### config.mk
export PLATFORM = sky130hd
export DESIGN_NAME = perf_stats_flat
export DESIGN_NICKNAME = d
export VERILOG_FILES = /design/src/rtl/perf_stats_if.sv /design/src/rtl/perf_stats.sv /design/src/flat_wrapper.sv
export SDC_FILE = /design/constraint.sdc
export NUM_CORES = 1
export LEC_CHECK = 0
export ABC_AREA = 1
export CORE_MARGIN = 4
export CORE_UTILIZATION = 30
export CTS_CLUSTER_SIZE = 16
export DETAILED_ROUTE_END_ITERATION = 10
export GPL_ROUTABILITY_DRIVEN = 1
export PLACE_DENSITY_LB_ADDON = 0.15
export SYNTH_ARGS = -nofsm -noshare
export SYNTH_HDL_FRONTEND = slang
export SYNTH_SLANG_ARGS = --single-unit
export TNS_END_PERCENT = 50
### constraint.sdc
create_clock -name clk -period 4.8 [get_ports clk]
set_input_delay 1.2 -clock clk [delete_from_list [all_inputs] [get_ports clk]]
set_output_delay 1.2 -clock clk [all_outputs]
set_load 0.05 [all_outputs]
### src/rtl/perf_stats_if.sv
// Performance-counter control/read bundle between a core-side driver and perf_stats.
// Carries no clock; every signal is sampled on the perf_stats clk.
interface perf_stats_if #(
    parameter int WIDTH      = 32,
    parameter int NUM_EVENTS = 4
);
    localparam int SELW = $clog2(NUM_EVENTS + 2);

    logic                    countEn;
    logic                    clear;
    logic                    instRetired;
    logic [NUM_EVENTS-1:0]   eventIn;
    logic                    snapshot;
    logic [SELW-1:0]         rdSel;
    logic [WIDTH-1:0]        rdData;
    logic [NUM_EVENTS+1:0]   ovfFlags;
    logic                    ipcStart;
    logic                    ipcBusy;
    logic                    ipcDone;
    logic [WIDTH-1:0]        ipcValue;
    logic                    ipcDivZero;

    modport master (
        output countEn, clear, instRetired, eventIn, snapshot, rdSel, ipcStart,
        input  rdData, ovfFlags, ipcBusy, ipcDone, ipcValue, ipcDivZero
    );

    modport slave (
        input  countEn, clear, instRetired, eventIn, snapshot, rdSel, ipcStart,
        output rdData, ovfFlags, ipcBusy, ipcDone, ipcValue, ipcDivZero
    );
endinterface

### src/rtl/perf_stats.sv
// Cycle/instruction/event counters with shadow snapshot, registered read and exact fixed-point IPC.
// Latency: read 1 cycle, IPC WIDTH+FRAC_BITS cycles (1 on zero cycles); no backpressure, ipcStart ignored while busy.
module perf_stats #(
    parameter int WIDTH      = 32,
    parameter int NUM_EVENTS = 4,
    parameter int FRAC_BITS  = 8,
    parameter int SATURATE   = 1
) (
    input  logic         clk,
    input  logic         reset,
    perf_stats_if.slave  bus
);
    localparam int NCNT = NUM_EVENTS + 2;
    localparam int SELW = $clog2(NUM_EVENTS + 2);
    localparam int DW   = WIDTH + FRAC_BITS;
    localparam int CW   = $clog2(DW + 1);
    localparam logic [WIDTH-1:0] ALL_ONES = '1;

    typedef enum logic [1:0] {IDLE, DIV, FINISH} state_t;

    logic [WIDTH-1:0] liveCnt   [NCNT];
    logic [WIDTH-1:0] shadowCnt [NCNT];
    logic [NCNT-1:0]  ovf;
    logic [NCNT-1:0]  incVec;
    logic [WIDTH-1:0] rdMux;
    logic [WIDTH-1:0] rdData;

    state_t           state;
    logic [WIDTH-1:0] divisor;
    logic [WIDTH-1:0] rem;
    logic [DW-1:0]    dq;
    logic [CW-1:0]    iter;
    logic             ipcBusy;
    logic             ipcDone;
    logic             ipcDivZero;
    logic [WIDTH-1:0] ipcValue;

    logic [WIDTH:0]   remShift;
    logic [WIDTH:0]   remSub;
    logic             qBit;
    logic [WIDTH-1:0] remNext;
    logic [DW-1:0]    qNext;

    // Bit 0 is the cycle counter, which counts every enabled clock.
    assign incVec = {bus.eventIn, bus.instRetired, 1'b1};

    always_ff @(posedge clk) begin
        if (reset) begin
            for (int i = 0; i < NCNT; i++) liveCnt[i] <= '0;
            ovf <= '0;
        end else if (bus.clear) begin
            for (int i = 0; i < NCNT; i++) liveCnt[i] <= '0;
            ovf <= '0;
        end else if (bus.countEn) begin
            for (int i = 0; i < NCNT; i++) begin
                if (incVec[i]) begin
                    if (liveCnt[i] == ALL_ONES) begin
                        ovf[i]     <= 1'b1;
                        liveCnt[i] <= (SATURATE != 0) ? ALL_ONES : '0;
                    end else begin
                        liveCnt[i] <= liveCnt[i] + WIDTH'(1);
                    end
                end
            end
        end
    end

    // Shadows sample the pre-edge live values, so snapshot+clear keeps the old counts.
    always_ff @(posedge clk) begin
        if (reset) begin
            for (int i = 0; i < NCNT; i++) shadowCnt[i] <= '0;
        end else if (bus.snapshot) begin
            for (int i = 0; i < NCNT; i++) shadowCnt[i] <= liveCnt[i];
        end
    end

    always_comb begin
        rdMux = '0;
        for (int i = 0; i < NCNT; i++) begin
            if (bus.rdSel == SELW'(i)) rdMux = shadowCnt[i];
        end
    end

    always_ff @(posedge clk) begin
        if (reset) rdData <= '0;
        else       rdData <= rdMux;
    end

    // One restoring step; the borrow out of remSub decides the quotient bit.
    always_comb begin
        remShift = {rem, dq[DW-1]};
        remSub   = remShift - {1'b0, divisor};
        qBit     = ~remSub[WIDTH];
        remNext  = qBit ? remSub[WIDTH-1:0] : remShift[WIDTH-1:0];
        qNext    = {dq[DW-2:0], qBit};
    end

    always_ff @(posedge clk) begin
        if (reset) begin
            state      <= IDLE;
            divisor    <= '0;
            rem        <= '0;
            dq         <= '0;
            iter       <= '0;
            ipcBusy    <= 1'b0;
            ipcDone    <= 1'b0;
            ipcDivZero <= 1'b0;
            ipcValue   <= '0;
        end else begin
            ipcDone <= 1'b0;
            case (state)
                IDLE: begin
                    if (bus.ipcStart) begin
                        divisor <= shadowCnt[0];
                        dq      <= DW'(shadowCnt[1]) << FRAC_BITS;
                        rem     <= '0;
                        iter    <= '0;
                        ipcBusy <= 1'b1;
                        state   <= (shadowCnt[0] == '0) ? FINISH : DIV;
                    end
                end
                DIV: begin
                    rem  <= remNext;
                    dq   <= qNext;
                    iter <= iter + CW'(1);
                    if (iter == CW'(DW - 1)) begin
                        ipcValue   <= (qNext > DW'(ALL_ONES)) ? ALL_ONES : qNext[WIDTH-1:0];
                        ipcDivZero <= 1'b0;
                        ipcDone    <= 1'b1;
                        ipcBusy    <= 1'b0;
                        state      <= IDLE;
                    end
                end
                FINISH: begin
                    ipcValue   <= ALL_ONES;
                    ipcDivZero <= 1'b1;
                    ipcDone    <= 1'b1;
                    ipcBusy    <= 1'b0;
                    state      <= IDLE;
                end
                default: state <= IDLE;
            endcase
        end
    end

    assign bus.rdData     = rdData;
    assign bus.ovfFlags   = ovf;
    assign bus.ipcBusy    = ipcBusy;
    assign bus.ipcDone    = ipcDone;
    assign bus.ipcValue   = ipcValue;
    assign bus.ipcDivZero = ipcDivZero;
endmodule

### src/flat_wrapper.sv
// flat-port wrapper written by rule: the top's interface ports become plain ports
module perf_stats_flat 
#(
    parameter int WIDTH      = 32,
    parameter int NUM_EVENTS = 4,
    parameter int FRAC_BITS  = 8,
    parameter int SATURATE   = 1
)
  (clk, reset, bus_countEn, bus_clear, bus_instRetired, bus_eventIn, bus_snapshot, bus_rdSel, bus_ipcStart, bus_rdData, bus_ovfFlags, bus_ipcBusy, bus_ipcDone, bus_ipcValue, bus_ipcDivZero);
  perf_stats_if #(.WIDTH(WIDTH), .NUM_EVENTS(NUM_EVENTS)) bus_i ();
  input  logic clk;
  input  logic reset;
  input wire logic [$bits(bus_i.countEn)-1:0] bus_countEn;
  input wire logic [$bits(bus_i.clear)-1:0] bus_clear;
  input wire logic [$bits(bus_i.instRetired)-1:0] bus_instRetired;
  input wire logic [$bits(bus_i.eventIn)-1:0] bus_eventIn;
  input wire logic [$bits(bus_i.snapshot)-1:0] bus_snapshot;
  input wire logic [$bits(bus_i.rdSel)-1:0] bus_rdSel;
  input wire logic [$bits(bus_i.ipcStart)-1:0] bus_ipcStart;
  output wire logic [$bits(bus_i.rdData)-1:0] bus_rdData;
  output wire logic [$bits(bus_i.ovfFlags)-1:0] bus_ovfFlags;
  output wire logic [$bits(bus_i.ipcBusy)-1:0] bus_ipcBusy;
  output wire logic [$bits(bus_i.ipcDone)-1:0] bus_ipcDone;
  output wire logic [$bits(bus_i.ipcValue)-1:0] bus_ipcValue;
  output wire logic [$bits(bus_i.ipcDivZero)-1:0] bus_ipcDivZero;
  assign bus_i.countEn = bus_countEn;
  assign bus_i.clear = bus_clear;
  assign bus_i.instRetired = bus_instRetired;
  assign bus_i.eventIn = bus_eventIn;
  assign bus_i.snapshot = bus_snapshot;
  assign bus_i.rdSel = bus_rdSel;
  assign bus_i.ipcStart = bus_ipcStart;
  assign bus_rdData = bus_i.rdData;
  assign bus_ovfFlags = bus_i.ovfFlags;
  assign bus_ipcBusy = bus_i.ipcBusy;
  assign bus_ipcDone = bus_i.ipcDone;
  assign bus_ipcValue = bus_i.ipcValue;
  assign bus_ipcDivZero = bus_i.ipcDivZero;
  perf_stats #(.WIDTH(WIDTH), .NUM_EVENTS(NUM_EVENTS), .FRAC_BITS(FRAC_BITS), .SATURATE(SATURATE)) u_core (.clk(clk), .reset(reset), .bus(bus_i));
endmodule
==> impl_results.md, run 1 <==
* Die X at 322.6 microns
* Crit-path cells: inv_1, ha_1, fa_1, inv_1, nand2_1, nand2_1, nand3_1, nand2_1, nand2_1, nand2_2, nand2_2, nand2_2, nand2_1, nand2_1, buf_4, nand2_1, nand3_1, a21oi_1
* Clk buf depth at 3
* Largest net degree at the start of global routing at 74
* Die Y at 322.6 microns
* Worst hold slack at 0.4584 ns
* CTS sink count at 569
* H-tree depth at 3
* Input/output buffers at 86
* Startpoint types: register
* Sequential-to-total area share from yosys stat at 51.31%
* Global-route wire length before repair at 150.9 mm
* Worst EP required at 5.25 ns
* CP delay by family, top: simple AND/OR/NAND/NOR gates
* Critical Path AT at 3.81 ns
* Post-Syn Instances at 3,579
* Site Rows at 115
* CTS tree: done
* Slowest stage delay, CP at 0.67 ns
* Syn_nets at 3,637
* Ys async rst share at 0%
* CTS Buf Count at 69
* Synth Register Bits at 569
* Die area at 104,100 sq um
* Peak supply drop at 0.0002203 V
* Power Dens Cells at 361.1 nW/um^2
* Met2 Use GR at 30.65%
* Hold_buf cts at 0
* Max_slew headroom at 21.40%
* Clock-pin slew on the worst setup and hold paths at 0.06 ns
* Setup tns final at 0 ns
* Via-to-Cell Ratio at 4.917
* CP Max Fanout at 22
* Most used flip-flop cell after synthesis: edfxtp_1
* YS warnings at 0
* Root Buffer: clkbuf_16
* Leakage dissipation at 13.38 nW
* RD Place Congestion at 0.9219
* Placed Area at 32,060 sq um
* Fin. Hold Viols at 0
* CP Buf/Inv Count at 3
* CP max-delay cell: nand2_1
* Worst-skew pair later-pin latency at 0.61 ns
* Grt met1 use at 26.83%
* Minimum clock period at 3.360 ns
* Number of synthesized flops with an enable pin at 384
* IO Pins at 87
* Max Cap Viol at 0
* # setup viols final at 0
* Final wirelength at 101.0 mm
* Post-cts sizing count at 0
* DRT iter0 DRCs at 2,218
* Final Max Tran Viols at 0
* Post-Syn Area per Cell at 8.296 sq um
* WS Path Type: register to register
* Antenna Nets Post-Route at 0
* Mapped Area at 29,690 sq um
* Max Fclk at 297.6 MHz
* Core Region at 98,280 sq um
* Total track usage at 19.10%
* # diodes at 0
* Crit-path most repeated cell: nand2_1
* Setup fix buffers added after clock tree synthesis at 0
* Total grt overflow at 0
* Synth unique cells at 52
* Most crowded layer after global routing: met2
* Clk_skew at 0.02879 ns
* Detail Placement HPWL at 75.58 mm
* Design Area, Final at 34,370 sq um
* Routed vias at 24,525
* CP Capture Type: register
* Worst hold-check path type: register to register
* Initial antenna violation count at 0
* Fin crit share at 70.00%
* RSZ-0062 raised after global routing: false
* Vias in the first global route at 23,654
* Worst-Margin Slew at 1.176 ns
* Initial Utilization at 30.21%
* M3 GR Usage at 2.993%
* Syn-to-layout area delta at 15.75%
* First-pass detailed-route iteration total at 8
* Share of cells above drive strength 1 at 7.376%
* Post-DR wirelength/cell at 20.26 microns
* Status: finished clean
* Final nets at 3,704
* DRC at 0
## area by class of cell
| type | count | area [sq um] |
|---|---|---|
| fill | 10287 | 63910 |
| clock inverter | 31 | 337.8 |
| clock buffer | 95 | 1969 |
| tap | 1287 | 1610 |
| timing repair buffer | 131 | 1284 |
| inverter | 550 | 2066 |
| multi-input combinational | 2325 | 11870 |
| sequential | 569 | 15230 |
## flip-flops by register name, indices dropped and copies added, names as in the netlist
signal,flops
u_core.bus.ovfFlags,6
u_core.shadowCnt,192
u_core.liveCnt,192
u_core.dq,40
u_core.state,2
u_core.bus.ipcBusy,1
u_core.iter,6
u_core.bus.rdData,32
u_core.rem,32
u_core.bus.ipcDivZero,1
u_core.bus.ipcValue,32
u_core.divisor,32
u_core.bus.ipcDone,1
## cells in the final DEF, fill, tap and decap left out, drive strengths merged, types with 46 or more instances in the layout
master and count:
nand2 801, nor2 411, xor2 103, clkbuf 95, nor3 79, inv 550
a21oi 225, clkdlybuf4s50 85, nand4 92, buf 46, edfxtp 384, a31oi 84
nand3 200, dfxtp 185, o21ai 131
## worst min-delay path, stage by stage (launching register included)
cell     delay [ns]
dfxtp_1        0.31
nand2_1        0.06
nand2_1        0.05
## cell families after synthesis
family,after synthesis,share of synthesized area [%]
flip-flops,569,51.31
adder cells (fa/ha/maj),44,1.879
XOR/XNOR,113,3.333
AO/OA/AOI/OAI,518,10.24
buffers and inverters,685,8.900
AND/OR/NAND/NOR,1650,24.34
## synthesized netlist by cell type (2+ instances only)
cell type  instances  share of area (%)
o21a_1             4               0.10
nor2_2            19               0.40
inv_1            542                6.9
a21oi_1          223                3.8
nand4_1           87                1.8
edfxtp_1         384                 39
nor2_4             2              0.076
nor3_2             5               0.17
o211ai_1           3              0.076
nand3_2            7               0.24
nor2_1           390                4.9
a31oi_1           84                1.8
ha_1              43                1.8
a22oi_1           18               0.46
nand3_1          192                3.2
buf_2             12               0.20
nand3b_1           4               0.10
or2_2             14               0.29
o21ai_1            3              0.051
nand2_1          786                9.9
xnor2_1           10               0.29
nand2_2           14               0.29
clkbuf_1         106                1.3
nor3_1            72                1.2
o221a_2           31                1.2
nor3_4             2               0.11
nor4_1            36               0.76
nor3b_1            4               0.10
o21ai_0          128                2.2
clkinv_1           2              0.025
a21oi_2            2              0.059
buf_1              9               0.11
o221ai_1           3              0.089
buf_6              7               0.27
nor4_4             3               0.21
xor2_1           103                3.0
inv_2              6              0.076
dfxtp_1          185                 12
and2_1             4              0.084
nand4_2            5               0.21
a41oi_1           14               0.41
## power breakdown
group | switching, W | total (W) | internal, W
combinational | 0.000899 | 0.00126 | 0.000359
sequential | 0.000276 | 0.00579 | 0.00551
clock | 0.00216 | 0.00537 | 0.00321
## per-stage QoR
step / worst slack (ns) / instances / utilization, % / power (W)
after CTS: 1.403 / 4988 / 34.97 / 0.01255
after floorplan: 0.1717 / 3579 / - / 0.006582
after detailed placement: 0.8149 / 4862 / 32.62 / 0.007144
after global routing: 1.130 / 4988 / 34.97 / 0.01289
after global placement: 0.8358 / 4862 / 32.62 / 0.007152
final: 1.440 / 4988 / 34.97 / 0.01241
## path summary, 6_finish.rpt
kind / to / cells after the start / startpoint / slack, ns
worst min-delay path: u_core.bus.ovfFlags[1] / 2 / u_core.bus.ovfFlags[1] / 0.46
worst max-delay path: u_core.rem[3] / 18 / u_core.dq[39] / 1.44
worst min register to register: u_core.bus.ovfFlags[1] / 2 / u_core.bus.ovfFlags[1] / 0.46
worst max register to register: u_core.rem[3] / 18 / u_core.dq[39] / 1.44
## per-layer routing
metal,up-vias,routed length [microns]
met3,135,5234
met5,-,0
li1,12059,-
met4,0,2651
met2,643,45940
met1,11688,47230
Power figures use the tool's default switching activity.
==> run 2: changes to the inputs <==
Clock period 4.8 ns to 3.5 ns, I/O delays scaled along.
==> impl_results.md, run 2 (synthesized netlist as in run 1, its figures left out) <==
* Status: finished clean
* Share of cells above drive strength 1 at 8.078%
* Antenna Nets Post-Route at 0
* Max Fclk at 337.5 MHz
* Total track usage at 19.20%
* Final wirelength at 101.6 mm
* RSZ-0062 raised after global routing: false
* # setup viols final at 0
* Core Region at 98,280 sq um
* Via-to-Cell Ratio at 4.918
* Die Y at 322.6 microns
* Site Rows at 115
* Peak supply drop at 0.0003060 V
* Power after layout at 0.01690 W
* Biggest regs: u_core.liveCnt: 192 flops, u_core.shadowCnt: 192 flops, u_core.dq: 40 flops
* Minimum clock period at 2.963 ns
* DRT iter0 DRCs at 2,037
* CP Max Fanout at 2
* Max_slew headroom at 45.55%
* Commonest non-fill, non-tap cell in the layout: nand2_1
* Placed Area at 32,350 sq um
* Die area at 104,100 sq um
* Final worst setup slack at 0.5367 ns
* IO Pins at 87
* Critical R2R Launch: u_core.dq[39]
* First-pass detailed-route iteration total at 6
* Largest net degree at the start of global routing at 100
* Syn-to-layout area delta at 16.52%
* Root Buffer: clkbuf_16
* WS Path Type: register to output pin
* # fillers at 10,352
* Design Area, Final at 34,600 sq um
* Clk_skew at 0.03210 ns
* H-tree depth at 3
* Global-route wire length before repair at 151.4 mm
* CTS tree: done
* Routed vias at 24,670
* Hold_sp: u_core.bus.ovfFlags[5]
* Post-DR wirelength/cell at 20.26 microns
* Crit-path cells: clkdlybuf4s50_1
* Startpoint types: register
* Hold_buf cts at 0
* CP max-delay cell: clkdlybuf4s50_1
* Most frequent cells in the layout: nand2_1, inv_1, nor2_1, edfxtp_1, a21oi_1
* Fin. Hold Viols at 0
* Final Max Tran Viols at 0
* DP Worst Slack at 0.2898 ns
* CP Buf/Inv Count at 1
* RD Place Congestion at 0.9042
* CTS Buf Count at 68
* Fin crit share at 84.67%
* Initial Utilization at 30.21%
* Max Cap Viol at 0
* Worst EP required at 2.62 ns
* CTS sink count at 569
* Vias in the first global route at 23,939
* Worst-skew pair later-pin latency at 0.62 ns
* Detail Placement HPWL at 76.87 mm
* Worst hold-check path type: register to register
* Total grt overflow at 0
* Die X at 322.6 microns
* Power Dens Cells at 488.5 nW/um^2
* Clk buf depth at 3
* Post-cts sizing count at 0
* Input/output buffers at 86
* DRC at 0
* Setup fix buffers added after clock tree synthesis at 0
* Beginning of the critical path: u_core.bus.ipcValue[21]
* Slowest stage delay, CP at 0.93 ns
* CP delay by family, top: buffers and inverters
* Worst-Margin Slew at 0.8093 ns
* Critical Path AT at 2.09 ns
* CP Capture Type: output pin
* Final nets at 3,733
* Leakage dissipation at 13.51 nW
* Worst hold slack at 0.4620 ns
* Initial antenna violation count at 3
* Clock-pin slew on the worst setup and hold paths at 0.06 ns
## run 2: stage by stage
step | std cells | utilization, % | setup TNS [ns]
floorplan | 3579 | - | -6.217
global placement | 4892 | 32.91 | 0
detailed placement | 4892 | 32.91 | 0
CTS | 5013 | 35.20 | 0
global route | 5013 | 35.20 | 0
finish | 5016 | 35.21 | 0
## run 2: routing by layer
| layer | GRT usage (%) | up-vias | share of wire, % |
|---|---|---|---|
| met2 | 30.85 | 615 | 45 |
| met1 | 25.80 | 11772 | 45 |
| met5 | 0 | - | 0 |
| li1 | - | 12129 | - |
| met4 | 6.486 | 0 | 3.5 |
| met3 | 4.016 | 154 | 6.1 |
## run 2: layout make-up
class	count	area, sq um	area share, %
Inverter	550	2066	5.971
Clock inverter	21	259.0	0.7486
Tap cell	1287	1610	4.654
Antenna cell	3	7.507	0.02170
Sequential cell	569	15230	44.03
Clock buffer	100	1984	5.736
Timing Repair Buffer	161	1572	4.542
Multi-Input combinational cell	2325	11870	34.29
## run 2: final timing paths
kind	endpoint	slack (ns)	cells after the start
setup / recovery	bus_ipcValue[21]	0.54	1
setup reg to reg	u_core.rem[29]	0.56	19
hold / removal	u_core.bus.ovfFlags[5]	0.46	2
hold reg to reg	u_core.bus.ovfFlags[5]	0.46	2
## run 2: worst register-to-register path, delay by kind of cell, from the launching register on
kind | cells | cell delay [ns]
AO/OA/AOI/OAI | 1 | 0.11
adder cells (fa/ha/maj) | 2 | 0.66
buffers and inverters | 3 | 0.37
flip-flops | 1 | 0.33
AND/OR/NAND/NOR | 13 | 1.41
## run 2: power by group
part           switching (W)  internal [W]  total [W]  leakage (nW)
sequential          0.000378       0.00756    0.00793          5.81
combinational        0.00124      0.000516    0.00176          6.61
clock                0.00297       0.00424    0.00721          1.09
==> run 3: changes to the inputs <==
Clock period 3.5 ns to 2.85 ns, I/O delays scaled along.
==> impl_results.md, run 3 (synthesized netlist as in run 1, its figures left out) <==
* Status: finished clean
* CP max-delay cell: clkdlybuf4s50_1
* Input/output buffers at 86
* Critical R2R Launch: u_core.liveCnt[3][0]
* Slowest stage delay, CP at 0.91 ns
* H-tree depth at 3
* Initial Utilization at 30.21%
* CP Capture Type: output pin
* Final nets at 3,773
* Minimum clock period at 2.751 ns
* Commonest non-fill, non-tap cell in the layout: nand2_1
* Max Fclk at 363.5 MHz
* Fin. Hold Viols at 0
* Worst-Margin Slew at 0.6314 ns
* Syn-to-layout area delta at 18.08%
* Site Rows at 115
* Die area at 104,100 sq um
* Dpl cells at 4,931
* Die Y at 322.6 microns
* Share of cells above drive strength 1 at 8.915%
* Final core occ at 35.68%
* IO Pins at 87
* Via-to-Cell Ratio at 4.918
* Most frequent cells in the layout: nand2_1, inv_1, nor2_1, edfxtp_1, a21oi_1
* Max_slew headroom at 57.75%
* Global-route wire length before repair at 152.1 mm
* Die X at 322.6 microns
* Reg2reg end: u_core.liveCnt[3][6]
* R2R depth at 9
* First-pass detailed-route iteration total at 5
* Critical Path AT at 2.04 ns
* Post-DR wirelength/cell at 19.92 microns
* Setup fix buffers added after clock tree synthesis at 0
* Post-cts sizing count at 0
* Clk buf depth at 3
* Hold_sp: u_core.bus.ovfFlags[4]
* Routed vias at 24,870
* Total grt overflow at 0
* Setup tns final at 0 ns
* Antenna Nets Post-Route at 0
* Hold_buf cts at 0
* Clock-pin slew on the worst setup and hold paths at 0.06 ns
* Peak supply drop at 0.0004082 V
* Total track usage at 19.13%
* Non-Filler Instances at 5,057
* Startpoint types: register
* DRC at 0
* CTS sink count at 569
* Detail Placement HPWL at 76.30 mm
* Hold path depth at 2
* Clk_skew at 0.02781 ns
* Max Cap Viol at 0
* Worst hold-check path type: register to register
* Final wirelength at 100.7 mm
* Fin crit share at 96.52%
* Final Max Tran Viols at 0
* CTS Buf Count at 69
* Power Dens Cells at 594.1 nW/um^2
* Crit-path cells: clkdlybuf4s50_1
* Initial antenna violation count at 2
* Root Buffer: clkbuf_16
* CP Buf/Inv Count at 1
* CP delay by family, top: buffers and inverters
* Largest net degree at the start of global routing at 75
* # setup viols final at 0
* Worst-skew pair later-pin latency at 0.62 ns
* Worst hold endpoint: u_core.bus.ovfFlags[4]
* DRT iter0 DRCs at 2,128
* CP Max Fanout at 2
* Leakage dissipation at 13.77 nW
* RSZ-0062 raised after global routing: false
* RD Place Congestion at 0.9115
* Vias in the first global route at 24,039
* WS Path Type: register to output pin
* Biggest regs: u_core.liveCnt: 192 flops, u_core.shadowCnt: 192 flops, u_core.dq: 40 flops
* Core Region at 98,280 sq um
* Worst EP required at 2.14 ns
* CTS tree: done
* R2r setup slk at 0.26 ns
[run 3: cell types whose count changed in the layout (fill, tap and decap cells not counted), sizes merged]
cell	previous run	this run
buf	76	115
clkinv	18	27
clkbuf	100	94
clkinvlp	3	1
inv	546	547
diode	3	1
bufinv	4	6
[run 3: routing by layer]
layer,global-route usage [%],vias to the layer above,part of all wire (%)
li1,-,12201,-
met1,27.22,11895,47
met2,29.83,630,44
met3,3.219,144,5.4
met4,5.767,0,3.2
met5,0,-,0
[run 3: area by class of cell]
| type | instances | area (sq um) |
|---|---|---|
| Clock inverter | 31 | 332.8 |
| Multi-Input combinational cell | 2325 | 11870 |
| Inverter | 550 | 2066 |
| Timing Repair Buffer | 200 | 2039 |
| Sequential cell | 569 | 15230 |
| Tap cell | 1287 | 1610 |
| Fill cell | 10328 | 63210 |
| Clock buffer | 94 | 1903 |
| Antenna cell | 1 | 2.502 |
[run 3: how the worst max path moves through the flow]
stage                             endpoint               startpoint  depth (start not counted)
floorplan           u_core.shadowCnt[0][0]                    reset                          3
global placement      u_core.bus.rdData[0]             bus_rdSel[2]                         10
detailed placement    u_core.bus.rdData[0]             bus_rdSel[2]                         10
CTS                       bus_ipcValue[16]  u_core.bus.ipcValue[16]                          1
global route          u_core.liveCnt[3][6]     u_core.liveCnt[3][0]                          9
finish                    bus_ipcValue[18]  u_core.bus.ipcValue[18]                          1
[run 3: where the power goes]
part / internal, W / switching (W)
clock: 0.00524 / 0.00363
combinational: 0.000687 / 0.00154
sequential: 0.00928 / 0.000452
total: 0.0152 / 0.00562
[run 3: per-stage QoR]
stage	cell area [sq um]	setup slack [ns]	power, W	hold slack (ns)
CTS	35050	0.06970	0.02108	0.4572
detailed placement	32820	0.03792	0.01213	0.4462
finish	35060	0.09918	0.02083	0.4516
global placement	32820	0.03479	0.01215	0.4489
floorplan	29710	0.01293	0.01108	0.4331
global route	35060	0.02989	0.02169	0.4910
